### src/rtl/fifo_write_arbiter_pkg.sv
// Shared types and widths for the FIFO write-port arbiter.
// Also holds the modulo-increment helper used for the round-robin pointer.
package fifo_arb_pkg;

  typedef enum logic {
    IDLE = 1'b0,
    HOLD = 1'b1
  } arb_state_t;

  localparam int IDX_W       = 3;
  localparam int BURST_CNT_W = 4;
  localparam int COUNT_W     = 16;

  function automatic logic [IDX_W-1:0] wrap_inc(
    input logic [IDX_W-1:0] i,
    input int               n
  );
    if (int'(i) + 1 >= n)
      return '0;
    return i + IDX_W'(1);
  endfunction

endpackage

### src/rtl/fifo_write_arbiter_if.sv
// Requester + FIFO write-side bundle for the write arbiter.
// master = requesters/FIFO side, slave = arbiter side.
interface fifo_write_arbiter_if #(
  parameter int NUM_REQ    = 4,
  parameter int DATA_LINES = 8
);
  import fifo_arb_pkg::*;

  logic [NUM_REQ-1:0]            req;
  logic [NUM_REQ*DATA_LINES-1:0] req_data;
  logic [NUM_REQ-1:0]            req_ready;
  logic                          wfull;
  logic                          half_full;
  logic                          winc;
  logic [DATA_LINES-1:0]         wdata;
  logic                          busy;
  logic [IDX_W-1:0]              grant_id;
  logic [COUNT_W-1:0]            write_count;

  modport master (
    output req, req_data, wfull, half_full,
    input  req_ready, winc, wdata,
    input  busy, grant_id, write_count
  );

  modport slave (
    input  req, req_data, wfull, half_full,
    output req_ready, winc, wdata,
    output busy, grant_id, write_count
  );

endinterface

### src/rtl/fifo_write_arbiter_rr_picker.sv
// Round-robin picker: first set bit of eligible at or after rr_ptr,
// wrapping modulo NUM_REQ.
module rr_picker
  import fifo_arb_pkg::*;
#(
  parameter int NUM_REQ = 4
) (
  input  logic [NUM_REQ-1:0] i_eligible,
  input  logic [IDX_W-1:0]   i_rr_ptr,
  output logic               o_found,
  output logic [IDX_W-1:0]   o_idx
);

  logic [NUM_REQ-1:0] w_rot;
  int                 w_k;
  int                 w_sum;

  // rotate so bit 0 is the pointer position
  assign w_rot = NUM_REQ'({i_eligible, i_eligible} >> i_rr_ptr);

  always_comb begin
    o_found = 1'b0;
    w_k     = 0;
    for (int k = NUM_REQ - 1; k >= 0; k--) begin
      if (w_rot[k]) begin
        o_found = 1'b1;
        w_k     = k;
      end
    end
    w_sum = int'(i_rr_ptr) + w_k;
    if (w_sum >= NUM_REQ)
      w_sum = w_sum - NUM_REQ;
    o_idx = IDX_W'(w_sum);
  end

endmodule

### src/rtl/fifo_write_arbiter.sv
// Round-robin, burst-bounded arbiter sharing one FIFO write port
// among NUM_REQ requesters, with half-full throttling of low-priority ones.
module fifo_write_arbiter
  import fifo_arb_pkg::*;
#(
  parameter int                 NUM_REQ     = 4,
  parameter int                 DATA_LINES  = 8,
  parameter int                 BURST_LEN   = 4,
  parameter logic [NUM_REQ-1:0] LOWPRI_MASK = NUM_REQ'(4'b1000)
) (
  input logic                 wclk,
  input logic                 wrst,
  fifo_write_arbiter_if.slave bus
);

  arb_state_t             r_state;
  arb_state_t             w_state_nxt;
  logic [IDX_W-1:0]       r_rr_ptr;
  logic [IDX_W-1:0]       w_rr_ptr_nxt;
  logic [IDX_W-1:0]       r_owner;
  logic [IDX_W-1:0]       w_owner_nxt;
  logic [BURST_CNT_W-1:0] r_burst_cnt;
  logic [BURST_CNT_W-1:0] w_burst_cnt_nxt;
  logic [COUNT_W-1:0]     r_write_count;

  logic [NUM_REQ-1:0]     w_eligible;
  logic                   w_found;
  logic [IDX_W-1:0]       w_pick;
  logic                   w_own_req;
  logic                   w_own_low;
  logic [DATA_LINES-1:0]  w_own_data;
  logic                   w_hold;
  logic                   w_accept;
  logic                   w_last;
  logic                   w_exit;

  assign w_eligible =
    bus.req & ~(bus.half_full ? LOWPRI_MASK : '0);

  rr_picker #(
    .NUM_REQ (NUM_REQ)
  ) u_pick (
    .i_eligible (w_eligible),
    .i_rr_ptr   (r_rr_ptr),
    .o_found    (w_found),
    .o_idx      (w_pick)
  );

  assign w_own_req  = 1'(bus.req >> r_owner);
  assign w_own_low  = 1'(LOWPRI_MASK >> r_owner);
  assign w_own_data = DATA_LINES'(
    bus.req_data >> (int'(r_owner) * DATA_LINES));

  assign w_hold   = (r_state == HOLD);
  assign w_accept = w_hold & w_own_req & ~bus.wfull;
  assign w_last   =
    (r_burst_cnt == BURST_CNT_W'(BURST_LEN - 1));
  // a stalled low-priority owner yields once half_full rises
  assign w_exit   = (w_accept & w_last)
                  | ~w_own_req
                  | (w_own_low & bus.half_full & ~w_accept);

  always_comb begin
    w_state_nxt     = r_state;
    w_rr_ptr_nxt    = r_rr_ptr;
    w_owner_nxt     = r_owner;
    w_burst_cnt_nxt = r_burst_cnt;
    unique case (r_state)
      IDLE: begin
        if (w_found) begin
          w_state_nxt     = HOLD;
          w_owner_nxt     = w_pick;
          w_burst_cnt_nxt = '0;
        end
      end
      HOLD: begin
        if (w_accept)
          w_burst_cnt_nxt = r_burst_cnt + 1'b1;
        if (w_exit) begin
          w_state_nxt     = IDLE;
          w_rr_ptr_nxt    = wrap_inc(r_owner, NUM_REQ);
          w_burst_cnt_nxt = '0;
        end
      end
      default: w_state_nxt = IDLE;
    endcase
  end

  always_ff @(posedge wclk) begin
    if (wrst) begin
      r_state       <= IDLE;
      r_rr_ptr      <= '0;
      r_owner       <= '0;
      r_burst_cnt   <= '0;
      r_write_count <= '0;
    end else begin
      r_state     <= w_state_nxt;
      r_rr_ptr    <= w_rr_ptr_nxt;
      r_owner     <= w_owner_nxt;
      r_burst_cnt <= w_burst_cnt_nxt;
      if (w_accept)
        r_write_count <= r_write_count + 1'b1;
    end
  end

  always_comb begin
    bus.req_ready = '0;
    bus.winc      = w_accept;
    bus.wdata     = '0;
    if (w_hold && !bus.wfull)
      bus.req_ready = NUM_REQ'(1) << r_owner;
    if (w_accept)
      bus.wdata = w_own_data;
  end

  assign bus.busy        = w_hold;
  assign bus.grant_id    = r_owner;
  assign bus.write_count = r_write_count;

endmodule

### src/flat_wrapper.sv
// flat-port wrapper written by rule: the top's interface ports become plain ports
module fifo_write_arbiter_flat import fifo_arb_pkg::*;
#(
  parameter int                 NUM_REQ     = 4,
  parameter int                 DATA_LINES  = 8,
  parameter int                 BURST_LEN   = 4,
  parameter logic [NUM_REQ-1:0] LOWPRI_MASK = NUM_REQ'(4'b1000)
)
  (wclk, wrst, bus_req, bus_req_data, bus_wfull, bus_half_full, bus_req_ready, bus_winc, bus_wdata, bus_busy, bus_grant_id, bus_write_count);
  fifo_write_arbiter_if #(.NUM_REQ(NUM_REQ), .DATA_LINES(DATA_LINES)) bus_i ();
  input logic wclk;
  input logic wrst;
  input wire logic [$bits(bus_i.req)-1:0] bus_req;
  input wire logic [$bits(bus_i.req_data)-1:0] bus_req_data;
  input wire logic [$bits(bus_i.wfull)-1:0] bus_wfull;
  input wire logic [$bits(bus_i.half_full)-1:0] bus_half_full;
  output wire logic [$bits(bus_i.req_ready)-1:0] bus_req_ready;
  output wire logic [$bits(bus_i.winc)-1:0] bus_winc;
  output wire logic [$bits(bus_i.wdata)-1:0] bus_wdata;
  output wire logic [$bits(bus_i.busy)-1:0] bus_busy;
  output wire logic [$bits(bus_i.grant_id)-1:0] bus_grant_id;
  output wire logic [$bits(bus_i.write_count)-1:0] bus_write_count;
  assign bus_i.req = bus_req;
  assign bus_i.req_data = bus_req_data;
  assign bus_i.wfull = bus_wfull;
  assign bus_i.half_full = bus_half_full;
  assign bus_req_ready = bus_i.req_ready;
  assign bus_winc = bus_i.winc;
  assign bus_wdata = bus_i.wdata;
  assign bus_busy = bus_i.busy;
  assign bus_grant_id = bus_i.grant_id;
  assign bus_write_count = bus_i.write_count;
  fifo_write_arbiter #(.NUM_REQ(NUM_REQ), .DATA_LINES(DATA_LINES), .BURST_LEN(BURST_LEN), .LOWPRI_MASK(LOWPRI_MASK)) u_core (.wclk(wclk), .wrst(wrst), .bus(bus_i));
endmodule
### config.mk
export PLATFORM = sky130hd
export DESIGN_NAME = fifo_write_arbiter_flat
export DESIGN_NICKNAME = d
export VERILOG_FILES = /design/src/rtl/fifo_write_arbiter_pkg.sv /design/src/rtl/fifo_write_arbiter_if.sv /design/src/rtl/fifo_write_arbiter_rr_picker.sv /design/src/rtl/fifo_write_arbiter.sv /design/src/flat_wrapper.sv
export SDC_FILE = /design/constraint.sdc
export NUM_CORES = 1
export LEC_CHECK = 0
export CAP_MARGIN = 40
export CORE_MARGIN = 1
export CORE_UTILIZATION = 44
export CTS_BUF_LIST = sky130_fd_sc_hd__clkbuf_2 sky130_fd_sc_hd__clkbuf_4 sky130_fd_sc_hd__clkbuf_8
export CTS_CLUSTER_SIZE = 10
export DETAILED_ROUTE_END_ITERATION = 6
export GPL_ROUTABILITY_DRIVEN = 0
export PLACE_DENSITY = 0.91
export SLEW_MARGIN = 40
export SYNTH_ARGS = -nofsm -noshare
export SYNTH_HDL_FRONTEND = slang
export SYNTH_SLANG_ARGS = --single-unit
### constraint.sdc
create_clock -name wclk -period 2.86 [get_ports wclk]
set_input_delay 0.286 -clock wclk [delete_from_list [all_inputs] [get_ports wclk]]
set_output_delay 0.286 -clock wclk [all_outputs]
set_load 0.05 [all_outputs]
; Word-level counts from Yosys, hierarchy flattened
; Index checks and enable logic that the tools add are counted.
[word_totals]
out_inout_bits = 33
regBits = 27
[op_classes]
n_reduce_logical = 5
n_bitwise = 13
magnitude_cmp = 2
n_mux = 24
n_eq_ne = 3
n_addsub = 6
shift = 5
[ops]
columns = cell, count
row1 = 32-bit 2-to-1 mux, 3
row2 = "32-bit by 4-bit >= comparator with 1-bit output, second input constant", 2
row3 = 4-bit by 32-bit adder with 32-bit output, 1
row4 = 32-bit by 6-bit right shift with 8-bit output, 1
row5 = 4-bit 2-to-1 mux, 5
row6 = "16-bit by 1-bit adder with 16-bit output, second input constant", 1
row7 = 1-bit 2-to-1 mux, 9
row8 = 3-bit 2-to-1 mux, 3
row9 = 8-bit 2-to-1 mux, 1
row10 = 4-bit case mux with 2 select lines, 1
row11 = 8-bit by 3-bit right shift with 4-bit output, 1
row12 = 2-bit AND reduction, 3
row13 = 1-bit AND, 5
row14 = "3-bit by 1-bit adder with 4-bit output, second input constant", 1
row15 = "4-bit by 1-bit adder with 4-bit output, second input constant", 1
row16 = 4-bit AND, 1
row17 = "4-bit by 2-bit equality test with 1-bit output, second input constant", 1
row18 = 1-bit NOT, 4
row19 = 4-bit NOT, 1
row20 = "1-bit by 3-bit left shift with 4-bit output, first input constant", 1
row21 = 4-bit by 3-bit right shift with 1-bit output, 1
row22 = "4-bit by 3-bit right shift with 1-bit output, first input constant", 1
row23 = "3-bit by 1-bit adder with 3-bit output, second input constant", 1
row24 = "3-bit inequality test, second input constant", 1
row25 = 7 further kinds, 8

; Logic depth before layout (Yosys ltp)
; Gate-level depths: netlist (run 1).
[depth]
word_depth = 11
ltp_mapped = 11

; Hierarchy
; Synthesis (run 1) repeated with hierarchy kept, for this count alone.
[hier_totals]
cells_unflattened = 218
area_unflattened_um2 = 1889.3
[by_module_without_submodules]
columns = mod, seq_area_each_um2, instances, area_per_inst_um2, cells_per_inst
row1 = fifo_write_arbiter, 540.5, 1, 1652.8, 186
row2 = rr_picker, 0.0, 1, 236.5, 32

; Worst setup path before layout (run 1)
; Ideal clock, no wire load.
[synth_timing]
kind = register to register
startpoint = register u_core.r_rr_ptr[0]
endpoint = register u_core.r_owner[1], in the netlist u_core.bus.grant_id[1]
path_stages_with_launch = 9
setup_slack_ns = 0.513
arrival_time_ns = 2.276
n_path_buf = 1
cell_sequence = dfxtp_1 > buf_2 > nor2b_1 > a311o_1 > or4_1 > o21a_1 > fa_1 > or2_2 > a21oi_1
[synth_via]
elab_chain_len = 8
word_cells_on_any_way = 14
cone_classes = add/sub: 2 / order compare: 1 / shift: 1 / mux: 9 / reduce/logical: 1
[synth_rtl]
columns = element, line_no
row1 = from (decl), fifo_write_arbiter.sv:18  ; logic [IDX_W-1:0] r_rr_ptr;
row2 = from (signal assigned), fifo_write_arbiter.sv:98  ; r_rr_ptr <= w_rr_ptr_nxt;
row3 = 8-bit by 3-bit right shift with 4-bit output, fifo_write_arbiter_rr_picker.sv:19  ; assign w_rot = NUM_REQ'({i_eligible, i_eligible} >> i_rr_ptr);
row4 = 2-bit 2-to-1 mux, fifo_write_arbiter_rr_picker.sv:25  ; if (w_rot[k]) begin
row5 = 32-bit 2-to-1 mux (3 in a row), fifo_write_arbiter_rr_picker.sv:25
row6 = 4-bit by 32-bit adder with 32-bit output, fifo_write_arbiter_rr_picker.sv:30  ; w_sum = int'(i_rr_ptr) + w_k;
row7 = 32-bit by 4-bit >= comparator with 1-bit output or 3-bit subtractor (tied branches), "fifo_write_arbiter_rr_picker.sv:31, fifo_write_arbiter_rr_picker.sv:32"
row8 = 3-bit 2-to-1 mux, fifo_write_arbiter_rr_picker.sv:31  ; if (w_sum >= NUM_REQ)
row9 = to (signal assigned), fifo_write_arbiter.sv:99  ; r_owner <= w_owner_nxt;
row10 = to (decl), fifo_write_arbiter.sv:20  ; logic [IDX_W-1:0] r_owner;
; Parallel ways exist; a longest one is shown, timed or not.
; A chain may end at the register's enable or synchronous reset.

; Worst setup path after layout (run 1)
[layout_timing]
startpoint = input port bus_req[3]
endpoint = register u_core.r_owner[1], in the netlist u_core.bus.grant_id[1]
[layout_via]
elab_chain_len = 9
word_cells_on_any_way = 15
cone_classes = add/sub: 2 / order compare: 1 / shift: 1 / mux: 9 / bitwise: 1 / reduce/logical: 1
[layout_rtl]
columns = element, line_no
row1 = from (decl), flat_wrapper.sv:13  ; input wire logic [$bits(bus_i.req)-1:0] bus_req;
row2 = 4-bit AND *, fifo_write_arbiter.sv:38  ; bus.req & ~(bus.half_full ? LOWPRI_MASK : '0);
row3 = 8-bit by 3-bit right shift with 4-bit output *, fifo_write_arbiter_rr_picker.sv:19
row4 = 2-bit 2-to-1 mux, fifo_write_arbiter_rr_picker.sv:25
row5 = 32-bit 2-to-1 mux (3 in a row), fifo_write_arbiter_rr_picker.sv:25
row6 = 4-bit by 32-bit adder with 32-bit output, fifo_write_arbiter_rr_picker.sv:30
row7 = 32-bit by 4-bit >= comparator with 1-bit output or 3-bit subtractor (tied branches), "fifo_write_arbiter_rr_picker.sv:31, fifo_write_arbiter_rr_picker.sv:32"
row8 = 3-bit 2-to-1 mux, fifo_write_arbiter_rr_picker.sv:31
; Mark *: on every way between the ends. The rest lies on a longest branch, timed or not.

==> summary.md, run 1 <==
| Metric | Value |
|---|---|
| Drt wl/cell | `14.8 um` |
| Die H | `65.6 um` |
| Total track usage | `24.1%` |
| Setup TNS | `0 ns` |
| Main flop type after synthesis | `dfxtp_1` |
| Post-route ant nets | `0` |
| Cts repair resizes | `0` |
| Final Non-Filler Cells | `318` |
| Antenna violations before repair | `0` |
| Slew Viols, Final | `0` |
| Most area-hungry cell type in the Yosys netlist | `dfxtp_1` |
| Clock Root Buffer | `clkbuf_8` |
| Largest net degree at the start of global routing | `15` |
| Vias post-DR | `1725` |
| Core footprint | `3770 um^2` |
| Fin crit period | `2.47 ns` |
| Area contributors post-synth | `dfxtp_1, mux4_2, ha_1` |
| Synth warnings | `0` |
| Mapped Nets | `249` |
| Unrepaired setup endpoints after global routing | `no` |
| Hold_buf cts | `0` |
| Fin nets | `321` |
| HP Class | `reg2reg` |
| WHS Path Cells | `2` |
| CTS max path bufs | `2` |
| CP arrival | `2.68 ns` |
| Via density | `5.42` |
| Leak | `0.00100 uW` |
| Final setup viols | `0` |
| Final setup margin | `0.391 ns` |
| VDD IR max | `0.000466 V` |
| Gr ovfl total | `0` |
| Reg2Reg Depth | `7` |
| Area Growth Syn to Fin | `45.3%` |
| Pre-CTS setup slack | `0.113 ns` |
| Relative slew slack | `65.1%` |
| Ys async rst share | `0%` |
| Starting Density | `47.2%` |
| H-tree levels | `1` |
| Final clock skew | `0.00500 ns` |
| Share of layout cells above drive strength 1 | `13.3%` |
| # diodes | `0` |
| IO buf count | `72` |
| Syn_area_per_cell | `8.95 um^2` |
| Clk sinks | `27` |
| #FFs+latches synth | `27` |
| CP max FO | `4` |
| Total Power | `1030 uW` |
| Worst reg2reg setup slack | `0.41 ns` |
| Area share of the largest cell type after synthesis | `30.4%` |
| Fmax | `0.405 GHz` |
| First-pass GRT wire length | `7780 um` |
| Initial DRT Pass Iterations | `4` |
| Syn Inst Count | `199` |
| Count leader, synth | `dfxtp_1` |
| I/O Pins | `73` |
| Critical path class | `in2reg` |
| Post-synth design cell area | `1780 um^2` |
| Final core utilization | `68.6%` |
| Post-synth top cells | `dfxtp_1, nor2_1, inv_1, and3_1, nand2_1` |
| Post-Route WL | `4720 um` |
| Worst setup SP type | `input pin` |
| Worst EP required | `3.07 ns` |
| 1st-iter DRT viols | `43` |
| Number of global-route vias before repair | `1722` |
| Clk slew on worst S/H paths | `0.09 ns` |
| Final period util | `86.3%` |
| Sequential-to-total area share from yosys stat | `30.4%` |
| Total die area | `4300 um^2` |
| Max-cap violations | `0` |
| Setup bufs post-CTS | `0` |
| Number of flops mapped to enable cells by yosys | `0` |
| P per Cell Area | `399 nW/um^2` |
| Tightest Pin Transition | `0.522 ns` |
| Worst-skew pair later-pin latency | `0.28 ns` |
| Die Width | `65.6 um` |
| Final Hold Fails | `0` |
| Crit end category | `flop` |
| DP HPWL | `3770 um` |
| Synth cell types | `43` |
| Num CTS Buffers | `3` |
| FP Rows | `22` |
| Outcome | `completed` |
| CTS tree | `yes` |
| # DRC | `0` |
| Inst Count DP | `314` |
## kinds of logic (layout without fill, tap and decap cells)
logic type               count (synthesis)  after routing  synth area share (%)
AND/OR/NAND/NOR                         83             83                  25.0
multiplexers                            12             12                  13.1
adder cells (fa/ha/maj)                 10             10                  7.45
buffers and inverters                   23             94                  5.41
flip-flops                              27             27                  30.4
AO/OA/AOI/OAI                           29             29                  11.3
XOR/XNOR                                15             15                  7.38
## layer usage
metal  track usage (%)  vias up  wire length [um]
met1              26.0      812              1900
met4              8.42        0               103
met2              45.6       46              2490
met5                 0        -                 0
li1                  -      856                 -
met3              5.21       11               217
## final timing paths
kind	startpoint	to
worst max register to register	u_core.r_rr_ptr[0]$_SDFFE_PP0P_	u_core.bus.grant_id[1]$_SDFFE_PP0P_
worst min-delay path	u_core.r_burst_cnt[3]$_SDFFE_PP0P_	u_core.r_burst_cnt[3]$_SDFFE_PP0P_
worst min register to register	u_core.r_burst_cnt[3]$_SDFFE_PP0P_	u_core.r_burst_cnt[3]$_SDFFE_PP0P_
worst max-delay path	bus_req[3]	u_core.bus.grant_id[1]$_SDFFE_PP0P_
## worst max-delay path, stage by stage
cell and delay [ns]:
clkdlybuf4s50_1 0.43, nor2b_1 0.18, a311o_1 0.34, or4_1 0.46
o21a_1 0.14, fa_1 0.44, or2_2 0.29, a21oi_1 0.11
## per-stage QoR
stage	area, um^2	hold WS (ns)
finish	2590	0.486
global placement	2540	0.463
detailed placement	2540	0.478
global route	2590	0.539
floorplan	1780	0.355
CTS	2590	0.491
## cell type report
type | instances | area (um^2)
fill | 289 | 1180
multi-input combinational | 149 | 1140
timing repair buffer | 78 | 748
sequential | 27 | 541
tap | 48 | 60.1
clock buffer | 4 | 48.8
inverter | 12 | 45.0
## report_power, final
| part | switching [uW] | total [uW] | internal [uW] | leakage [uW] |
|---|---|---|---|---|
| logic | 203 | 391 | 188 | 0.000757 |
| registers | 23.8 | 413 | 389 | 0.000218 |
| clock network | 118 | 227 | 110 | 0.0000262 |
## cells in the final DEF (no fill, tap or decap), drive strengths merged, types with 2 or more instances in the layout
| cell type | instances |
|---|---|
| mux4 | 9 |
| or3 | 3 |
| xor2 | 10 |
| buf | 18 |
| nor2 | 24 |
| nor3 | 2 |
| nand4 | 6 |
| and2 | 6 |
| xnor2 | 5 |
| clkbuf | 4 |
| nand2 | 11 |
| and4 | 3 |
| dfxtp | 27 |
| inv | 12 |
| nor2b | 4 |
| mux2i | 3 |
| a21oi | 8 |
| a32oi | 3 |
| ha | 9 |
| o21a | 2 |
| a311o | 2 |
| nand3 | 7 |
| clkdlybuf4s50 | 60 |
| o21ai | 7 |
| and3 | 11 |
## flip-flops by register name (all words and copies together), names as in the netlist
name                    cells
u_core.bus.grant_id         3
u_core.r_rr_ptr             3
u_core.r_burst_cnt          4
u_core.bus.busy             1
u_core.bus.write_count     16
No activity file was read; power rests on OpenSTA's default activity.
==> run 2, diff against run 1 <==
- CAP_MARGIN: 40 -> 30
- HOLD_SLACK_MARGIN: default -> 0.08
==> results of run 2 <==
Final layout, timing and power as in run 1 (identical DEF).
==> edit 1: new RTL, flow settings as in run 2 <==
Compare `r_burst_cnt` against `BURST_CNT_W'(BURST_LEN - 1)` with >= in place of ==.
--- a/src/rtl/fifo_write_arbiter.sv
+++ b/src/rtl/fifo_write_arbiter.sv
@@ -54,7 +54,7 @@
   assign w_hold   = (r_state == HOLD);
   assign w_accept = w_hold & w_own_req & ~bus.wfull;
   assign w_last   =
-    (r_burst_cnt == BURST_CNT_W'(BURST_LEN - 1));
+    (r_burst_cnt >= BURST_CNT_W'(BURST_LEN - 1));
   // a stalled low-priority owner yields once half_full rises
   assign w_exit   = (w_accept & w_last)
                   | ~w_own_req
Formal check against the unedited RTL: same outputs for any inputs over 10 cycles, from zero or initial values and one cycle with wrst high; that may be too few to reach the edited logic, so the function may still have changed.
==> edit 1 against run 2 <==
- core utilization shrank 2.5 points
- clock skew is 0.0028 ns higher
- sequential cell count is the same
- power up 9.5%
- wire length fell by 3.9%
- synthesized area grew 2.4%
- final area increased by 2.2%
- sequential share of layout area shrank 0.46 points
- non-clock buffer count down 1
- setup slack got worse by 0.19 ns
==> edit 1: results (changes against run 2) <==
| Metric | Value |
|---|---|
| Status | `finished clean` |
| Met1 usage | `24.63% (-1.4 points)` |
| Met2 GRT Util | `39.03% (-6.6 points)` |
| Fillers | `322 (+11%)` |
| Wl on met1 | `1912 microns (+0.58%)` |
| Inst Count DP | `312 (-0.64%)` |
| Met3 WL | `192 microns (-12%)` |
| CP peak stage delay | `0.70 ns (+0.24 ns)` |
| Via count | `1710 (-0.87%)` |
| Endpoint, Worst Hold | `u_core.bus.write_count[1]` |
| WL met2 | `2398 microns (-3.8%)` |
| Syn nets | `243 (-2.4%)` |
| Async SR Flop Fraction | `0% (unchanged)` |
| Largest net degree at the start of global routing | `24 (+9)` |
| HPWL Detailed | `3434 microns (-8.9%)` |
| Commonest cells post-synth | `dfxtp_1, nor2_1, inv_1` |
| H-tree depth | `1 (unchanged)` |
| Internal power | `0.7221 mW (+5.2%)` |
| Filler-free cell count of the finished design | `316 (-0.63%)` |
| Worst path top cell family by delay | `buffers and inverters` |
| Peak VDD IR | `0.2326 mV (-50%)` |
| Clock transition at the registers of the reported paths | `approximately 0.10 ns` |
| Post-Synthesis Cells | `193 (-3.0%)` |
| Max_slew headroom | `66.12% (+1.0 points)` |
| Count of cell types in the netlist | `44 (+2.3%)` |
| HP Start | `u_core.bus.write_count[1]` |
| Starting DRT DRC Count | `73 (+70%)` |
| Worst Skew | `0.007790 ns (+0.002787 ns)` |
| Arrival time of the worst setup path | `2.37 ns (-0.31 ns)` |
| R2R setup slack | `0.45 ns (+0.04 ns)` |
| First-pass GRT wire length | `7134 microns (-8.3%)` |
| Gr usage total | `20.90% (-3.2 points)` |
| Layout cells sized above 1 | `13.53% (+0.20 points)` |
| R2R cell count | `8 (+1)` |
[edit 1: cell count changes after synthesis, sizes merged, moves of 2 or more]
| cell | before | now |
|---|---|---|
| a211oi | 0 | 2 |
| o21a | 2 | 4 |
| a21oi | 8 | 10 |
| and3 | 11 | 9 |
| nand2 | 11 | 8 |
| nor2b | 4 | 7 |
| nor2 | 24 | 19 |
| xor2 | 10 | 5 |
| buf | 6 | 3 |
| nor4 | 0 | 2 |
| a311o | 2 | 0 |
| xnor2 | 5 | 9 |
| nor3 | 2 | 5 |
[edit 1: final cells by class]
type	count	area share, %
inverter	12	1.704
sequential	27	20.44
timing repair buffer	77	28.21
clock inverter	1	0.2840
multi-input combinational	146	45.43
clock buffer	3	1.562
tap	50	2.366
[edit 1: through the flow]
| step | setup WS (ns) | total power, mW | hold WS [ns] | instance area [sq um] | utilization [%] |
|---|---|---|---|---|---|
| 6_report | 0.1997 | 1.129 | 0.5269 | 2644 | 66.09 |
| 5_1_grt | 0.1485 | 1.187 | 0.5482 | 2644 | 66.09 |
| 4_1_cts | 0.2092 | 1.136 | 0.5250 | 2644 | 66.09 |
| 3_5_place_dp | 0.1965 | 0.9110 | 0.5114 | 2595 | 64.87 |
| 3_3_place_gp | 0.2421 | 0.8979 | 0.5035 | 2595 | 64.87 |
| 2_1_floorplan | 0.3371 | 0.7528 | 0.3588 | 1823 | - |
[edit 1: kinds of logic after synthesis]
group | count (synthesis) | synth area share [%]
xor gates and xnor gates | 14 | 6.726
muxes | 12 | 12.77
and+or+nand+nor | 78 | 24.37
DFF | 27 | 29.65
adders and majority gates | 10 | 7.275
buffers and inverters | 20 | 4.461
AOI/OAI and AO/OA | 32 | 14.76
[edit 1: worst register-to-register path, cell delays in order (launching register included)]
cell	delay, ns
dfxtp_1	0.59
nor2b_1	0.18
or3_1	0.36
or2_2	0.28
o21a_1	0.20
fa_1	0.39
nor3_1	0.17
mux2i_1	0.09
nor2_1	0.09
[edit 1: power by group through the flow]
stage / Combinational [mW] / Clock (mW) / Sequential, mW
final: 0.490 / 0.224 / 0.416
after floorplan: 0.300 / 0 / 0.453
after global routing: 0.527 / 0.241 / 0.419
after global placement: 0.474 / 0 / 0.424
after detailed placement: 0.487 / 0 / 0.424
after CTS: 0.491 / 0.229 / 0.416
[edit 1: how the worst max path moves through the flow]
| stage | start | end | depth (start not counted) |
|---|---|---|---|
| after floorplan | u_core.bus.grant_id[1] | bus_req_ready[3] | 3 |
| after global placement | bus_req[1] | bus_wdata[0] | 4 |
| after detailed placement | bus_req[2] | u_core.bus.grant_id[2] | 9 |
| after CTS | bus_req[1] | bus_wdata[0] | 4 |
| after global routing | bus_req[1] | bus_wdata[5] | 4 |
| final | bus_req[1] | bus_wdata[0] | 4 |
==> edit 2: new RTL, flow settings as in run 2 <==
Without the edit above. `DATA_LINES` is set to 8 in 3 places; all go to 16.
--- a/src/rtl/fifo_write_arbiter_if.sv
+++ b/src/rtl/fifo_write_arbiter_if.sv
@@ -2,7 +2,7 @@
 // master = requesters/FIFO side, slave = arbiter side.
 interface fifo_write_arbiter_if #(
   parameter int NUM_REQ    = 4,
-  parameter int DATA_LINES = 8
+  parameter int DATA_LINES = 16
 );
   import fifo_arb_pkg::*;
 
--- a/src/rtl/fifo_write_arbiter.sv
+++ b/src/rtl/fifo_write_arbiter.sv
@@ -4,7 +4,7 @@
   import fifo_arb_pkg::*;
 #(
   parameter int                 NUM_REQ     = 4,
-  parameter int                 DATA_LINES  = 8,
+  parameter int                 DATA_LINES  = 16,
   parameter int                 BURST_LEN   = 4,
   parameter logic [NUM_REQ-1:0] LOWPRI_MASK = NUM_REQ'(4'b1000)
 ) (
--- a/src/flat_wrapper.sv
+++ b/src/flat_wrapper.sv
@@ -2,7 +2,7 @@
 module fifo_write_arbiter_flat import fifo_arb_pkg::*;
 #(
   parameter int                 NUM_REQ     = 4,
-  parameter int                 DATA_LINES  = 8,
+  parameter int                 DATA_LINES  = 16,
   parameter int                 BURST_LEN   = 4,
   parameter logic [NUM_REQ-1:0] LOWPRI_MASK = NUM_REQ'(4'b1000)
 )
Interface: changed (resized bus_req_data and bus_wdata); port bits go from 73 to 113. No check against the original RTL was run, so the function may have changed too.
==> edit 2 against run 2 <==
- sequential cell count is the same
- final area grew 24%
- wire length grew 26%
- setup slack lost 0.078 ns
- synthesized area grew 13%
- cell count grew 18%
- critical endpoint unchanged
- power grew 12%
- largest power group is now combinational logic
- core utilization grew 4.8 points
==> edit 2: results (changes against run 2) <==
| Metric | Value |
|---|---|
| Pre-CTS setup slack | `0.06572 ns (-0.04693 ns)` |
| Slowest cell on crit path | `clkdlybuf4s50_1` |
| Worst path top cell family by delay | `compound AO/OA/AOI/OAI gates` |
| Fillers | `335 (+16%)` |
| Wl on met1 | `2392 microns (+26%)` |
| CP peak stage delay | `0.41 ns (-0.05 ns)` |
| Post-place instance area | `3167 sq um (+25%)` |
| Met2 GRT Util | `47.57% (+2.0 points)` |
| Sequential area share after synthesis | `26.92% (-3.4 points)` |
| Setup ws final | `0.3130 ns (-0.07754 ns)` |
| Area of the multi-input gates | `1364 sq um (+19%)` |
| Mean post-synth cell area | `9.340 sq um (+4.4%)` |
| NumNets Final | `405 (+26%)` |
| Starting DRT DRC Count | `133 (+210%)` |
| Met1 usage | `29.65% (+3.7 points)` |
| Status | `finished clean` |
| Largest net degree at the start of global routing | `25 (+10)` |
| WL met2 | `3225 microns (+29%)` |
| Avg Vias per Cell | `5.484 (+1.1%)` |
| HPWL Detailed | `4666 microns (+24%)` |
| Count of cell types in the netlist | `45 (+4.7%)` |
| Inst Count DP | `370 (+18%)` |
| Via count | `2051 (+19%)` |
| Gr usage total | `25.23% (+1.1 points)` |
| Met3 WL | `229 microns (+5.5%)` |
| Layout cells sized above 1 | `16.15% (+2.8 points)` |
| Arrival time of the worst setup path | `2.75 ns (+0.07 ns)` |
| Peak VDD IR | `0.3720 mV (-20%)` |
| Drt wl/cell | `15.89 microns (+7.1%)` |
| Met3 Use GR | `3.779% (-1.4 points)` |
| Hold Slack | `0.4951 ns (+0.008738 ns)` |
==> edit 2: cell types whose count changed in the layout (fill, tap and decap cells not counted), sizes merged, moves of 2 or more <==
| cell | change |
|---|---|
| clkdlybuf4s50 | +31 |
| and3 | +8 |
| buf | +8 |
| mux4 | +8 |
| inv | -2 |
| nor2 | +2 |
| o21a | -2 |
| o21ai | -2 |
| xor2 | +2 |
==> edit 2: area by class of cell <==
type / instances / area share [%]
Sequential cell: 27 / 16.81
Inverter: 11 / 1.284
Timing Repair Buffer: 117 / 35.95
Clock buffer: 4 / 1.518
Tap cell: 52 / 2.023
Multi-Input combinational cell: 163 / 42.41
==> edit 2: worst max path at each step <==
stage	start	end	cells past startpoint
CTS	bus_req[3]	u_core.bus.grant_id[1]	11
global placement	bus_req[3]	u_core.bus.grant_id[1]	11
global route	bus_req[3]	u_core.bus.grant_id[1]	11
detailed placement	bus_req[3]	u_core.bus.grant_id[1]	11
floorplan	u_core.bus.grant_id[0]	u_core.bus.write_count[2]	7
finish	bus_req[3]	u_core.bus.grant_id[1]	11
==> edit 2: power breakdown <==
| part | total (mW) | internal [mW] | switching, mW |
|---|---|---|---|
| clock network | 0.222 | 0.109 | 0.113 |
| registers | 0.413 | 0.389 | 0.0239 |
| logic | 0.522 | 0.271 | 0.251 |
==> edit 2: cells by family after synthesis <==
| kind of cell | share of synthesized area, % |
|---|---|
| AND/OR/NAND/NOR | 24.36 |
| flip-flops | 26.92 |
| buffers and inverters | 5.171 |
| AO/OA/AOI/OAI | 8.474 |
| multiplexers | 21.06 |
| XOR/XNOR | 7.414 |
| adder cells (fa/ha/maj) | 6.605 |
==> edit 2: worst register-to-register path, delay by kind of cell (launching register included) <==
kind	cells	cell delay [ns]
fa+ha+maj	1	0.44
flops	1	0.55
compound gates	2	0.35
simple gates	4	0.91
